==> src/rtl/adc_lvds_tx.sv <==
// ---------------------------------------------------------------------------
// adc_lvds_tx
// Emulates the serial LVDS output side of the ADC so the deserializer and
// capture path can be exercised without the real converter. Each frame
// carries one WORD_W-bit sample per lane, MSB first, one bit per clk_50
// cycle. bit_clk (clk_50/2) and frame_clk (clk_50/WORD_W) are generated
// edge-aligned to the data.
//
// Ports:
//   clk_50        system clock, one serial bit per cycle
//   reset_n       asynchronous active-low reset
//   enable        start / continue streaming
//   pattern_mode  0=upstream, 1=ramp, 2=sync, 3=deskew (sampled at word load)
//   sample_data   upstream word, lane k = [k*WORD_W +: WORD_W]
//   sample_valid  upstream word valid
//   sample_ready  hold register empty
//   bit_clk       serial bit clock
//   frame_clk     frame clock, high for the first WORD_W/2 bits
//   lvds_pins     serial data lanes
//   busy          high while streaming
//   underrun_cnt  saturating count of data-mode loads with no word held
//   frame_cnt     frames started (wraps)
// ---------------------------------------------------------------------------
`timescale 1ns/1ps
module adc_lvds_tx #(
    parameter int                LANES      = 8,
    parameter int                WORD_W     = 12,
    parameter logic [WORD_W-1:0] SYNC_PAT   = 12'hFC0,
    parameter logic [WORD_W-1:0] DESKEW_PAT = 12'hAAA
) (
    input  logic                      clk_50,
    input  logic                      reset_n,
    input  logic                      enable,
    input  logic [1:0]                pattern_mode,
    input  logic [LANES*WORD_W-1:0]   sample_data,
    input  logic                      sample_valid,
    output logic                      sample_ready,
    output logic                      bit_clk,
    output logic                      frame_clk,
    output logic [LANES-1:0]          lvds_pins,
    output logic                      busy,
    output logic [15:0]               underrun_cnt,
    output logic [31:0]               frame_cnt
);

    localparam int DATA_W = LANES * WORD_W;
    localparam int CNT_W  = $clog2(WORD_W);
    localparam logic [CNT_W-1:0] LAST_BIT = CNT_W'(WORD_W - 1);
    localparam logic [CNT_W-1:0] HALF_BIT = CNT_W'(WORD_W / 2);

    typedef enum logic [0:0] {ST_IDLE = 1'b0, ST_RUN = 1'b1} state_t;

    state_t             state_r, state_nxt_s;
    logic [CNT_W-1:0]   bit_cnt_r, bit_cnt_nxt_s;
    logic               load_s;

    logic [DATA_W-1:0]  word_r, word_nxt_s;
    logic [DATA_W-1:0]  hold_r, hold_nxt_s;
    logic               hold_full_r, hold_full_nxt_s;
    logic [DATA_W-1:0]  last_word_r, last_word_nxt_s;
    logic [WORD_W-1:0]  ramp_r, ramp_nxt_s, ramp_base_s;
    logic [15:0]        underrun_r, underrun_nxt_s;
    logic [31:0]        frame_r, frame_nxt_s;

    logic [LANES-1:0]   pins_nxt_s;
    logic [WORD_W-1:0]  lane_w_s;
    logic               run_nxt_s;

    // State register: FSM state and bit position within the frame.
    always_ff @(posedge clk_50 or negedge reset_n) begin
        if (!reset_n) begin
            state_r   <= ST_IDLE;
            bit_cnt_r <= '0;
        end else begin
            state_r   <= state_nxt_s;
            bit_cnt_r <= bit_cnt_nxt_s;
        end
    end

    // Next-state logic: a word is loaded on IDLE->RUN and at every frame end while enabled.
    always_comb begin
        state_nxt_s   = state_r;
        bit_cnt_nxt_s = '0;
        load_s        = 1'b0;
        case (state_r)
            ST_IDLE: begin
                if (enable) begin
                    state_nxt_s = ST_RUN;
                    load_s      = 1'b1;
                end else begin
                    state_nxt_s = ST_IDLE;
                end
            end
            ST_RUN: begin
                if (bit_cnt_r == LAST_BIT) begin
                    if (enable) begin
                        load_s = 1'b1;
                    end else begin
                        state_nxt_s = ST_IDLE;
                    end
                end else begin
                    bit_cnt_nxt_s = bit_cnt_r + CNT_W'(1);
                end
            end
            default: begin
                state_nxt_s = ST_IDLE;
            end
        endcase
    end

    // Word source selection, hold-register handshake and statistics counters.
    always_comb begin
        word_nxt_s      = word_r;
        hold_nxt_s      = hold_r;
        hold_full_nxt_s = hold_full_r;
        last_word_nxt_s = last_word_r;
        ramp_nxt_s      = ramp_r;
        underrun_nxt_s  = underrun_r;
        frame_nxt_s     = frame_r;
        // The ramp restarts from zero whenever streaming starts from IDLE.
        ramp_base_s     = (state_r == ST_IDLE) ? '0 : ramp_r;

        if (load_s) begin
            frame_nxt_s = frame_r + 32'd1;
            ramp_nxt_s  = ramp_base_s;
            case (pattern_mode)
                2'd0: begin
                    if (hold_full_r) begin
                        word_nxt_s      = hold_r;
                        last_word_nxt_s = hold_r;
                        hold_full_nxt_s = 1'b0;
                    end else begin
                        word_nxt_s     = last_word_r;
                        underrun_nxt_s = (underrun_r == 16'hFFFF) ? underrun_r : underrun_r + 16'd1;
                    end
                end
                2'd1: begin
                    word_nxt_s = {LANES{ramp_base_s}};
                    ramp_nxt_s = ramp_base_s + WORD_W'(1);
                end
                2'd2: begin
                    word_nxt_s = {LANES{SYNC_PAT}};
                end
                2'd3: begin
                    word_nxt_s = {LANES{DESKEW_PAT}};
                end
                default: begin
                    word_nxt_s = word_r;
                end
            endcase
        end else begin
            word_nxt_s = word_r;
        end

        // Accept only when the hold register was empty at the start of the cycle.
        if (sample_valid && !hold_full_r) begin
            hold_nxt_s      = sample_data;
            hold_full_nxt_s = 1'b1;
        end else begin
            hold_nxt_s = hold_r;
        end
    end

    // Datapath registers.
    always_ff @(posedge clk_50 or negedge reset_n) begin
        if (!reset_n) begin
            word_r      <= '0;
            hold_r      <= '0;
            hold_full_r <= 1'b0;
            last_word_r <= '0;
            ramp_r      <= '0;
            underrun_r  <= 16'd0;
            frame_r     <= 32'd0;
        end else begin
            word_r      <= word_nxt_s;
            hold_r      <= hold_nxt_s;
            hold_full_r <= hold_full_nxt_s;
            last_word_r <= last_word_nxt_s;
            ramp_r      <= ramp_nxt_s;
            underrun_r  <= underrun_nxt_s;
            frame_r     <= frame_nxt_s;
        end
    end

    // Output decode from next-state values so the registered pins show bit n while bit_cnt=n.
    always_comb begin
        pins_nxt_s = '0;
        lane_w_s   = '0;
        run_nxt_s  = (state_nxt_s == ST_RUN);
        for (int k = 0; k < LANES; k++) begin
            lane_w_s = word_nxt_s[k*WORD_W +: WORD_W];
            if (run_nxt_s) begin
                pins_nxt_s[k] = lane_w_s[LAST_BIT - bit_cnt_nxt_s];
            end else begin
                pins_nxt_s[k] = 1'b0;
            end
        end
    end

    // Output registers.
    always_ff @(posedge clk_50 or negedge reset_n) begin
        if (!reset_n) begin
            lvds_pins    <= '0;
            bit_clk      <= 1'b0;
            frame_clk    <= 1'b0;
            busy         <= 1'b0;
            sample_ready <= 1'b1;
        end else begin
            lvds_pins    <= pins_nxt_s;
            bit_clk      <= run_nxt_s & bit_cnt_nxt_s[0];
            frame_clk    <= run_nxt_s & (bit_cnt_nxt_s < HALF_BIT);
            busy         <= run_nxt_s;
            sample_ready <= ~hold_full_nxt_s;
        end
    end

    assign underrun_cnt = underrun_r;
    assign frame_cnt    = frame_r;

endmodule

==> config.mk <==
export PLATFORM = sky130hd
export DESIGN_NAME = adc_lvds_tx
export DESIGN_NICKNAME = d
export VERILOG_FILES = /design/src/rtl/adc_lvds_tx.sv
export SDC_FILE = /design/constraint.sdc
export NUM_CORES = 1
export LEC_CHECK = 0
export CAP_MARGIN = 10
export CORE_MARGIN = 5
export CORE_UTILIZATION = 40
export CTS_CLUSTER_SIZE = 40
export DETAILED_ROUTE_END_ITERATION = 10
export HOLD_SLACK_MARGIN = 0.15
export PLACE_DENSITY = 0.58
export SLEW_MARGIN = 10
export SYNTH_ARGS = -nofsm -noshare
export SYNTH_HDL_FRONTEND = slang
export SYNTH_SLANG_ARGS = --single-unit
==> constraint.sdc <==
create_clock -name clk_50 -period 6.95 [get_ports clk_50]
set_input_delay 0.695 -clock clk_50 [delete_from_list [all_inputs] [get_ports clk_50]]
set_output_delay 0.695 -clock clk_50 [all_outputs]
set_load 0.005 [all_outputs]
### After elaboration in Yosys (flattened, before gate mapping)

Index checks and enable logic that the tools add are counted.

* input port bits: 102
* flip-flop bits (word level): 365
* output and inout port bits: 60
* word-level logic and storage cells: 75

* bitwise operators: 6
* muxes and demuxes: 39
* eq/ne operators: 5
* $lt $le $gt $ge: 2
* reductions and logical operators: 5
* add/subtract/negate cells: 5

Operators with widths (number)
* 96-bit one-hot mux with 4 select lines: 1
* 96-bit two-way mux: 2
* 32-bit by 1-bit adder with 32-bit output, second input constant: 1
* 1-bit binary-select mux with 4-bit select: 8
* 12-bit two-way mux: 2
* 1-bit two-way mux: 22
* 16-bit by 1-bit adder with 16-bit output, second input constant: 1
* 16-bit == test, second input constant: 1
* 12-bit by 1-bit adder with 12-bit output, second input constant: 1
* 4-bit two-way mux: 2
* 4-bit by 5-bit < comparator with 1-bit output, second input constant: 1
* 4-bit by 1-bit adder with 4-bit output, second input constant: 1
* 2-bit == test, second input constant: 2
* 4-bit == test, second input constant: 1
* 4-bit by 3-bit < comparator with 1-bit output, second input constant: 1
* 1-bit inverter: 4
* 1-bit one-hot mux with 2 select lines: 2
* 4-bit AND reduction: 1
* 4-bit subtractor, first input constant: 1
* 1-bit AND: 2
* 2-bit by 1-bit == test with 1-bit output, second input constant: 1
* 2-bit logical NOT: 1
* 2-bit AND reduction: 1
* 1-bit logical AND: 1
* 1-bit logical NOT: 1

### Longest topological paths before layout

* depth after elaboration: 7
* gate-level depth with buffers: 13
* depth with buffers taken out: 11

### Least setup slack after synthesis

OpenSTA, ideal clock, no wires.

* path type: flip-flop to flip-flop
* start point: register, netlist name busy
* end point: register lvds_pins[5]
* arrival: 2.828 ns
* setup time: 0.096 ns
* path buffers: 4
* cell stages (with the launch flop): 13
* slack: 4.027 ns
* required time: 6.854 ns
* period minus slack after synthesis: 2.923 ns
* cell sequence: dfrtp_1 -> buf_1 -> clkbuf_1 -> buf_1 -> and2_1 -> ha_1 -> o21ba_2 -> clkbuf_2 -> a221oi_1 -> a21oi_1 -> a211o_1 -> and3_1 -> nor4_2

RTL lines
* end signal, assigned: line 209 `lvds_pins <= pins_nxt_s;`
* end, declared: line 40 `output logic [LANES-1:0] lvds_pins,`

### Worst setup path in the final report

* start point: register bit_cnt_r[0]
* end point: register lvds_pins[1]

* longest elaborated chain between the ends: 7
* elaborated cells on any way between the ends: 13
* those cells by class: add/sub: 2; eq/ne: 1; mux: 10

Ends and longest elaborated chain
* start, declared: line 54 `logic [CNT_W-1:0] bit_cnt_r, bit_cnt_nxt_s;`
* start signal, assigned: line 76 `bit_cnt_r <= bit_cnt_nxt_s;`
* 4-bit by 1-bit adder with 4-bit output / 4-bit == test (equally long branches): line 102, 95
* 4-bit two-way mux *: line 95 `if (bit_cnt_r == LAST_BIT) begin`
* 4-bit two-way mux *: line 85 `case (state_r)`
* net bit_cnt_nxt_s[2]: line 54
* 4-bit subtractor *: line 193 `pins_nxt_s[k] = lane_w_s[LAST_BIT - bit_cnt_nxt_s];`
* 1-bit binary-select mux with 4-bit select *: line 193
* 1-bit two-way mux (implied by the code) *: line 193
* 1-bit two-way mux *: line 192 `if (run_nxt_s) begin`
* net pins_nxt_s[1]: line 65 `logic [LANES-1:0] pins_nxt_s;`

Mark *: on every way through the listed nets, which the timed path passes. The rest lies on a longest branch. The select of a mux whose other input is x is not followed.
A chain may end at the register's enable or synchronous reset.

==> summary.md <==
| Metric | Value |
|---|---|
| Run status | `complete, no violations` |
| R2r endpoint | `lvds_pins[1]$_DFF_PN0_` |
| Power Dens Cells | `413 mW/mm2` |
| Most frequent CP cell | `ha_1` |
| # IOs | `162` |
| Global-route wire length before repair | `72000 um` |
| Vias/cell | `5.59` |
| Class of the worst hold path | `primary input to asynchronous set/reset pin` |
| Die area | `0.0467 mm2` |
| Startpoint Class | `flop` |
| Clk sinks | `365` |
| Worst-path clk slew | `0.06 ns` |
| Clock Root Buffer | `clkbuf_16` |
| # DRC | `0` |
| Starting density of the core | `40.5%` |
| Metal-1 WL | `21200 um` |
| Fmax achieved | `257 MHz` |
| Routed wire length per instance | `21.7 um` |
| Post-synth ARST share | `100%` |
| Vias in the first global route | `12000` |
| Tot GR Track Use | `19.4%` |
| Register area share after synthesis | `53.8%` |
| Post-CTS Setup Bufs | `0` |
| R2r startpoint | `bit_cnt_r[0]$_DFF_PN0_` |
| Crit path to | `lvds_pins[1]$_DFF_PN0_` |
| Final Wtd Congestion | `0.912` |
| Tcrit/Tclk final | `56.0%` |
| Register-to-Register Path Depth | `9` |
| Initial antenna violation count | `0` |
| CP delay by family, top | `simple AND/OR/NAND/NOR gates` |
| Crit path time final | `3.89 ns` |
| Slowest CP cell | `nor3b_1` |
| Total Wirelength | `46100 um` |
| Resized cells post-CTS | `0` |
| Total CTS buffers | `41` |
| Pin count of the biggest net entering global routing | `138` |
| H-tree levels | `2` |
| Post-CTS Hold Buffers | `0` |
| TNS Setup | `0 ns` |
| Area of the multi-input gates | `0.00734 mm2` |
| Leakage | `0.00932 uW` |
| Dominant cell type by area after synthesis | `dfrtp_1` |
| Layout cells sized above 1 | `22.4%` |
| Highest net fanout along the worst path | `12` |
| Top-count cell post-synth | `dfrtp_1` |
| HPWL Detailed | `31000 um` |
| Die width | `216 um` |
| Largest cells by area after synthesis | `dfrtp_1 (54%), mux2_2 (15%), mux2i_1 (3.0%), nand2_1 (2.8%), a211oi_1 (2.2%)` |
| Top cells by count, synth | `dfrtp_1 (364), mux2_2 (223), nand2_1 (125), mux2i_1 (51), a211oi_1 (49)` |
| Antenna diodes | `0` |
| Crit-path max cell delay | `0.63 ns` |
| WP depth | `9` |
| Post-route ant nets | `0` |
| Fin nets | `1666` |
| Yosys warning total | `0` |
| Worst Setup End Kind | `flop` |
| Synthesis-stage register bit count | `365` |
| Mapped Nets | `1537` |
| Final setup fails | `0` |
| Total number of vias | `11900` |
| Fin Clk Skew | `0.0101 ns` |
| CP Cell Sequence | `ha_1, nor3b_1, o21ai_2, inv_2, ha_1, o21ai_0, nor3_1, nor4_1, o221ai_1` |
| Synth cell types | `81` |
| Worst slew pin tran | `1.17 ns` |
| Mapped Area | `0.0170 mm2` |
| CP bufs+invs | `1` |
| Fill count | `3797` |
| I/O Buffers | `161` |
| Layout area overhead | `20.5%` |
| CTS tree | `built` |
| Slew Limit Fails | `0` |
| FP Rows | `75` |
| Number of DRC markers in iteration 0 | `1057` |
| Post-Syn Instances | `1429` |
| Commonest register cell after synthesis | `dfrtp_1` |
| Hold Slack | `0.163 ns` |
| Critical path required time | `7.34 ns` |
| Slew HR | `22.0%` |
| Die H | `216 um` |
| Setup slack, reg-to-reg | `3.06 ns` |
| Max_cap viols | `0` |
| Unrepaired setup endpoints after global routing | `false` |
| Worst Path Arrival | `4.28 ns` |
| Seq. cell area | `0.00914 mm2` |
| Yosys top cell area share | `53.6%` |
| Avg Inst Size Synth | `11.9 um2` |
| Maximum resistive drop on vdd | `0.000195 V` |
| Critical path origin | `bit_cnt_r[0]$_DFF_PN0_` |
| Detail Route met2 WL | `20300 um` |
| Clk Latency, worst-skew pair | `0.55 ns` |
| CTS max path bufs | `3` |
| Post-synth EDFFs | `0` |
| CORE AREA | `0.0419 mm2` |
| Total gr overflow | `0` |
| Crit Path Category | `flop to flop` |
| Max layer used | `met4` |
| Met3 routed wirelength | `3030 um` |
| Hold Vio Cnt, Final | `0` |
| DRT Pass-1 Iters | `5` |
power breakdown:
part | total, uW | internal [uW] | leakage (uW) | switching (uW)
registers | 3380 | 2910 | 0.00468 | 466
clock network | 2300 | 1420 | 0.000720 | 878
logic | 2780 | 1250 | 0.00392 | 1530
area by class of cell:
class	count	area share [%]
inverter	16	0.293
timing repair buffer	183	8.95
sequential	365	44.6
clock inverter	18	1.17
clock buffer	55	5.81
tap	539	3.29
multi-input combinational	951	35.8
how the worst min path moves through the flow:
stage          slack, ns                      to  depth (start not counted)
2_1_floorplan       0.40       bit_clk$_DFF_PN0_                          0
3_3_place_gp        0.45    word_r[14]$_DFF_PN0_                          2
3_5_place_dp        0.45    word_r[14]$_DFF_PN0_                          2
4_1_cts             0.20  hold_r[82]$_DFFE_PN0P_                          1
5_1_grt             0.21  hold_r[82]$_DFFE_PN0P_                          1
6_report            0.16  hold_r[82]$_DFFE_PN0P_                          1
state kept, by name (all words and copies together) (netlist names):
register,flops
hold_r,96
sample_ready,1
last_word_r,96
ramp_r,12
word_r,96
lvds_pins,8
underrun_cnt,16
bit_clk,1
hold_full_r,1
frame_clk,1
busy,1
bit_cnt_r,4
frame_cnt,32
metal layers:
| layer | vias up | GRT usage, % |
|---|---|---|
| met1 | 5919 | 28.0 |
| met3 | 89 | 4.38 |
| met5 | - | 0 |
| li1 | 5477 | - |
| met4 | 0 | 6.68 |
| met2 | 408 | 29.2 |
per-stage QoR:
| step | total power, uW | cells | utilization, % | worst slack [ns] | instance area, um2 |
|---|---|---|---|---|---|
| floorplan | 5080 | 1429 | - | 4.03 | 17000 |
| global placement | 6100 | 2054 | 45.4 | 3.09 | 19000 |
| detailed placement | 6160 | 2054 | 45.4 | 3.00 | 19000 |
| CTS | 8500 | 2127 | 48.8 | 3.16 | 20500 |
| global route | 8910 | 2127 | 48.8 | 2.82 | 20500 |
| finish | 8450 | 2127 | 48.8 | 3.06 | 20500 |
logic make-up (layout without fill, tap and decap cells):
group	Yosys count	after routing	synth area share, %
xor+xnor	51	51	2.63
flops	365	365	53.8
fa+ha+maj	6	6	0.442
compound gates	259	259	11.2
mux	276	276	18.1
simple gates	359	359	10.7
buf+inv	113	272	3.20
placed cells by master (no fill, tap or decap), drive strengths merged, types with 17 or more instances in the layout:
cell and instances:
nor2b 37, nand2 126, o21ai 41, a211oi 50, clkdlybuf4s50 160, nand4 19
and3 18, a21o 17, nand3 46, clkbuf 55, buf 23, o31ai 26
nor2 44, mux2i 51, dfrtp 364, xnor2 37, mux2 223, a21oi 33
Power figures use the tool's default switching activity.
